$ cat src/rtl/freq_counter_avg_param.sv
// Square-wave frequency counter: synchronise and debounce one input, count rising
// edges per gate window, scale to Hz and keep a moving average over 2^AVG_LOG2 windows.
module freq_counter_avg_param #(
    parameter int unsigned GATE_CYCLES = 3125000,
    parameter int unsigned SCALE_SHIFT = 4,
    parameter int unsigned CNT_W       = 16,
    parameter int unsigned AVG_LOG2    = 3,
    parameter int unsigned DEB_LEN     = 4
) (
    input  logic             mclk,
    input  logic             rst_n,
    input  logic             signal,
    input  logic             avg_en,
    input  logic             clear,
    output logic [CNT_W-1:0] freq,
    output logic             freq_valid,
    output logic             avg_ready,
    output logic             ovf
);

    localparam int unsigned GATE_W = (GATE_CYCLES > 1) ? $clog2(GATE_CYCLES) : 1;
    localparam int unsigned DEPTH  = 1 << AVG_LOG2;
    localparam int unsigned PTR_W  = (AVG_LOG2 > 0) ? AVG_LOG2 : 1;
    localparam int unsigned BUF_N  = 1 << PTR_W;
    localparam int unsigned FILL_W = AVG_LOG2 + 1;
    localparam int unsigned SUM_W  = CNT_W + AVG_LOG2;
    localparam int unsigned SCL_W  = CNT_W + SCALE_SHIFT;

    localparam logic [CNT_W-1:0]  CNT_MAX   = '1;
    localparam logic [GATE_W-1:0] GATE_LAST = GATE_W'(GATE_CYCLES - 1);
    localparam logic [FILL_W-1:0] FILL_LAST = FILL_W'(DEPTH - 1);

    localparam logic [0:0] ST_FILL = 1'b0;
    localparam logic [0:0] ST_RUN  = 1'b1;

    // Input path
    logic [1:0]         r_sync;
    logic [DEB_LEN-1:0] r_hist;
    logic [DEB_LEN-1:0] w_hist_next;
    logic               r_sig_f;
    logic               r_sig_f_d;
    logic               w_rise;

    // Window counting
    logic [GATE_W-1:0]  r_gate_cnt;
    logic [CNT_W-1:0]   r_edge_cnt;
    logic               r_win_ovf;
    logic               w_gate_end;
    logic               w_close;
    logic               w_cnt_sat;
    logic [CNT_W-1:0]   w_cnt_inc;
    logic [CNT_W-1:0]   w_cnt_total;
    logic               w_ovf_cnt;
    logic [SCL_W-1:0]   w_scaled;
    logic               w_scl_ovf;
    logic [CNT_W-1:0]   w_sample;

    // Averaging
    logic [CNT_W-1:0]   r_buf [BUF_N];
    logic [SUM_W-1:0]   r_sum;
    logic [PTR_W-1:0]   r_wr_ptr;
    logic [FILL_W-1:0]  r_fill_cnt;
    logic [SUM_W-1:0]   w_sum_next;
    logic [CNT_W-1:0]   w_avg;
    logic [PTR_W-1:0]   w_ptr_next;

    // Control and outputs
    logic [0:0]         r_state;
    logic [0:0]         w_state_next;
    logic [CNT_W-1:0]   r_freq;
    logic               r_valid;
    logic               r_ready;
    logic               r_ovf;

    // Two-flop synchroniser, then a level is accepted only after DEB_LEN agreeing samples
    assign w_hist_next = DEB_LEN'({r_hist, r_sync[1]});

    always_ff @(posedge mclk or negedge rst_n) begin
        if (!rst_n) begin
            r_sync    <= '0;
            r_hist    <= '0;
            r_sig_f   <= 1'b0;
            r_sig_f_d <= 1'b0;
        end else begin
            r_sync    <= {r_sync[0], signal};
            r_hist    <= w_hist_next;
            if (&r_hist) begin
                r_sig_f <= 1'b1;
            end else if (~|r_hist) begin
                r_sig_f <= 1'b0;
            end
            r_sig_f_d <= r_sig_f;
        end
    end

    assign w_rise = r_sig_f & ~r_sig_f_d;

    // The terminal-cycle edge folds into the closing sample, never into the next window
    assign w_gate_end  = (r_gate_cnt == GATE_LAST);
    assign w_close     = w_gate_end & ~clear;
    assign w_cnt_sat   = (r_edge_cnt == CNT_MAX);
    assign w_cnt_inc   = w_cnt_sat ? r_edge_cnt : r_edge_cnt + CNT_W'(1);
    assign w_cnt_total = w_rise ? w_cnt_inc : r_edge_cnt;
    assign w_ovf_cnt   = r_win_ovf | (w_rise & w_cnt_sat);
    assign w_scaled    = SCL_W'(w_cnt_total) << SCALE_SHIFT;
    assign w_scl_ovf   = (w_scaled > SCL_W'(CNT_MAX));
    assign w_sample    = w_scl_ovf ? CNT_MAX : w_scaled[CNT_W-1:0];

    always_ff @(posedge mclk or negedge rst_n) begin
        if (!rst_n) begin
            r_gate_cnt <= '0;
            r_edge_cnt <= '0;
            r_win_ovf  <= 1'b0;
        end else if (clear || w_gate_end) begin
            r_gate_cnt <= '0;
            r_edge_cnt <= '0;
            r_win_ovf  <= 1'b0;
        end else begin
            r_gate_cnt <= r_gate_cnt + GATE_W'(1);
            if (w_rise) begin
                r_edge_cnt <= w_cnt_inc;
                r_win_ovf  <= w_ovf_cnt;
            end
        end
    end

    // Running sum replaces the oldest sample, so it is bounded by DEPTH * CNT_MAX
    assign w_sum_next = r_sum - SUM_W'(r_buf[r_wr_ptr]) + SUM_W'(w_sample);
    assign w_avg      = CNT_W'(w_sum_next >> AVG_LOG2);
    assign w_ptr_next = (AVG_LOG2 == 0) ? '0 : r_wr_ptr + PTR_W'(1);

    always_ff @(posedge mclk or negedge rst_n) begin
        if (!rst_n) begin
            for (int unsigned i = 0; i < BUF_N; i++) begin
                r_buf[i] <= '0;
            end
            r_sum      <= '0;
            r_wr_ptr   <= '0;
            r_fill_cnt <= '0;
        end else if (clear) begin
            for (int unsigned i = 0; i < BUF_N; i++) begin
                r_buf[i] <= '0;
            end
            r_sum      <= '0;
            r_wr_ptr   <= '0;
            r_fill_cnt <= '0;
        end else if (w_close) begin
            r_buf[r_wr_ptr] <= w_sample;
            r_sum           <= w_sum_next;
            r_wr_ptr        <= w_ptr_next;
            if (r_state == ST_FILL) begin
                r_fill_cnt <= r_fill_cnt + FILL_W'(1);
            end
        end
    end

    always_ff @(posedge mclk or negedge rst_n) begin
        if (!rst_n) begin
            r_state <= ST_FILL;
        end else begin
            r_state <= w_state_next;
        end
    end

    // Clear overrides a window close landing in the same cycle
    always_comb begin
        w_state_next = r_state;
        case (r_state)
            ST_FILL: begin
                if (w_close && (r_fill_cnt == FILL_LAST)) begin
                    w_state_next = ST_RUN;
                end
            end
            ST_RUN: begin
                w_state_next = ST_RUN;
            end
            default: begin
                w_state_next = ST_FILL;
            end
        endcase
        if (clear) begin
            w_state_next = ST_FILL;
        end
    end

    // freq and ovf only move on a window close; clear leaves them holding
    always_ff @(posedge mclk or negedge rst_n) begin
        if (!rst_n) begin
            r_freq  <= '0;
            r_valid <= 1'b0;
            r_ready <= 1'b0;
            r_ovf   <= 1'b0;
        end else begin
            r_valid <= w_close;
            r_ready <= (w_state_next == ST_RUN);
            if (w_close) begin
                if (!avg_en) begin
                    r_freq <= w_sample;
                end else if (w_state_next == ST_RUN) begin
                    r_freq <= w_avg;
                end else begin
                    r_freq <= '0;
                end
                r_ovf <= w_ovf_cnt | w_scl_ovf;
            end
        end
    end

    assign freq       = r_freq;
    assign freq_valid = r_valid;
    assign avg_ready  = r_ready;
    assign ovf        = r_ovf;

endmodule

$ cat config.mk
export PLATFORM = sky130hd
export DESIGN_NAME = freq_counter_avg_param
export DESIGN_NICKNAME = d
export VERILOG_FILES = /design/src/rtl/freq_counter_avg_param.sv
export SDC_FILE = /design/constraint.sdc
export NUM_CORES = 1
export LEC_CHECK = 0
export ABC_AREA = 1
export CAP_MARGIN = 20
export CORE_UTILIZATION = 62
export CTS_CLUSTER_DIAMETER = 200
export DETAILED_ROUTE_END_ITERATION = 12
export GPL_TIMING_DRIVEN = 0
export PLACE_DENSITY = 0.86
export SLEW_MARGIN = 20
export SYNTH_ARGS = -nofsm -noshare
export SYNTH_HDL_FRONTEND = slang
export SYNTH_SLANG_ARGS = --single-unit
$ cat constraint.sdc
create_clock -name mclk -period 4.1 [get_ports mclk]
set_input_delay 0.82 -clock mclk [delete_from_list [all_inputs] [get_ports mclk]]
set_output_delay 0.82 -clock mclk [all_outputs]
set_load 0.005 [all_outputs]
==> flow_summary.toml <==
[hold_path]
hold_class = "in -> async"

[sta]
drv_slew = 0
hold_viol_final = 0
min_period_ns = 3.982
fmax_mhz = 251.1
finalSetupViolCount = 0
tns_ns = 0
tightest_slew_ns = 0.8774
post-route-period-util_pct = 97.13
skew_ns = 0.01641
slew_headroom_pct = 41.51

[floorplanning]
dieWidth_um = 130.8
start_util_pct = 64.01
ioPinCount = 24
core_area_um2 = 16060
dieArea_um2 = 17100
rows = 46
die_y_um = 130.8

[power_and_ir_drop]
total_power_uw = 4482
power.share.clock_pct = 37.0
p_sw_uw = 1341
power_frac_comb_pct = 19.0
max-vdd-ir-drop_uv = 340.1
swShare_pct = 29.91
p_per_area_nw_per_um2 = 375.7
leakage_uw = 0.005611
p_int_uw = 3141
power_frac_seq_pct = 44.0

[route]
wl_mm = 29.21
final_antenna_net_count = 0
drtIter0Drc = 1172
route.detailed.drc = 0
drtPass1Iterations = 7
via_per_inst = 6.210
num_vias = 9408
wire_per_inst_um = 19.28

[critical_path]
regToRegStartpoint = "r_edge_cnt[0]"
cp-start-kind = "register"
crit_family = "simple AND/OR/NAND/NOR gates"
r2r-end = "freq[9]"
rrSetupSlack_ns = 0.12
path_buf_inv = 2
path_class = "reg -> reg"
max_stage_delay_ns = 0.45
cp.arrival_ns = 4.37
r2r_cells = 25
crit_top_cell = "nand2_1"
crit_required_ns = 4.48
slowest_stage = "fa_1"
crit_path_end_kind = "register"
cp_max_fo = 6

[global_routing]
antenna_found_initial = 0
grt_most_used_layer = "met2"
grt_util_met3_pct = 8.265
overflow = 0
grt_pass1_vias = 8845
grt_use_met2_pct = 53.91
grt_max_degree = 83
grt_use_met1_pct = 45.49
grt_use_total_pct = 34.95
grt_first_pass_wirelength_mm = 44.83

[status]
status = "finished, final reports clean"

[placement]
dpl.hpwl_mm = 19.76
gp_congestion = 0.9791
portBuffers = 23

[finish]
nets = 1331
final_common_cell = "nand2_1"
drive_gt1_share_pct = 13.55
syn_to_final_growth_pct = 16.08
diodes = 0
most-common-layout-cells = "280 x nand2_1, 194 x dfrtp_1, 164 x inv_1, 77 x nor2_1, 69 x o22ai_1"

[clock_tree]
cts_hold_buf = 0
cts_buffers = 17
htreeDepth = 4
cts_tree = "done"
path_clk_slew_ns = 0.07
cts_sinks = 196
clk-insertion-delay-late_ns = 0.45
cts-root-buf = "clkbuf_16"
clockBufferDepth = 2

[synth]
ys_seq_area_share_pct = 47.72
syn_avg_cell_area_um2 = 8.474
yosysTopAreaCellShare_pct = 47.72
async_flop_share_pct = 100.0
yosysTopAreaCell = "dfrtp_1"
ys.flop_type = "dfrtp_1"
synth_nets = 1257
yosys_warnings = 0
synth_edf_count = 0
syn_area_um2 = 10280
synth.area.top_cells = "dfrtp_1 48%, nand2_1 10%, inv_1 6.1%, o22ai_1 4.2%, o21ai_0 3.4%"
synthCells = 1213
ys_types = 47
ys_ff_latch = 196

[flow_run]
maxCapViolCount = 0
## how the worst max path moves through the flow
stage / start / endpoint / cells past startpoint
after CTS: r_wr_ptr[0] / freq[9] / 21
after global placement: rst_n / r_edge_cnt[4] / 1
after global routing: r_edge_cnt[0] / freq[9] / 25
after detailed placement: r_wr_ptr[0] / freq[9] / 21
after floorplan: r_edge_cnt[0] / freq[9] / 22
final: r_edge_cnt[0] / freq[9] / 25
## layer usage
layer,wire length [µm],share of wire [%],up-vias
li1,-,-,4181
met1,11550,40,4573
met2,13580,47,528
met3,2584,8.8,126
met4,1481,5.1,0
met5,0,0,-
## synth_stat cells (12+ instances only)
| cell type | instances |
|---|---|
| a21oi_1 | 36 |
| nor3_1 | 17 |
| ha_1 | 23 |
| inv_1 | 166 |
| a221oi_1 | 19 |
| nor2_1 | 83 |
| nand4_1 | 20 |
| o21ai_0 | 70 |
| nand2_1 | 287 |
| buf_2 | 13 |
| o21ai_1 | 20 |
| o22ai_1 | 69 |
| nand3_1 | 57 |
| clkbuf_1 | 12 |
| fa_1 | 16 |
| dfrtp_1 | 196 |
| xor2_1 | 15 |
## final cells by class
cell class / instances / area [µm²]
sequential: 196 / 4907
tap: 216 / 270.3
fill: 1078 / 4126
timing repair buffer: 55 / 533.0
multi-input combinational: 811 / 4817
buffer: 28 / 143.9
clock buffer: 21 / 480.5
inverter: 178 / 679.4
clock inverter: 10 / 100.1
## stage by stage
stage / std cells / hold slack, ns / setup slack, ns / util (%) / instance area (µm²)
global placement: 1452 / 0.3392 / -5.752 / 67.13 / 10780
finish: 1515 / 0.2307 / 0.1176 / 74.30 / 11930
global route: 1515 / 0.2545 / -0.1775 / 74.30 / 11930
floorplan: 1213 / 0.3312 / 0.4518 / - / 10280
CTS: 1486 / 0.2354 / 0.01099 / 71.56 / 11490
detailed placement: 1454 / 0.3425 / -0.3909 / 67.50 / 10840
## what timing repair did
action	CTS	global route
setup buffers	1	28
hold endpoints to repair	0	0
setup endpoints to repair	27	29
resized for setup	18	55
cloned	0	1
pin swaps	1	19
## power by group through the flow
stage          combinational [µW]  sequential (µW)  clock [µW]
3_3_place_gp                  667             2010           0
5_1_grt                       936             1970        1740
4_1_cts                       704             1970        1660
3_5_place_dp                  692             2010           0
2_1_floorplan                 487             2000           0
6_report                      852             1970        1660
## state kept, by name, summed over array words and instances, names as in the netlist
register	cells
avg_ready	1
freq	16
freq_valid	1
ovf	1
r_buf	104
r_edge_cnt	16
r_fill_cnt	4
r_gate_cnt	22
r_hist	4
r_sig_f	1
r_sig_f_d	1
r_sum	19
r_sync	2
r_win_ovf	1
r_wr_ptr	3
## kinds of logic after synthesis
family          Yosys count  synth area share (%)
fa+ha+maj                39                 5.916
buf+inv                 206                 7.888
simple gates            507                 22.39
flops                   196                 47.72
xor+xnor                 20                 1.704
compound gates          245                 14.39
Note: power is estimated with default switching activity, not from simulation.
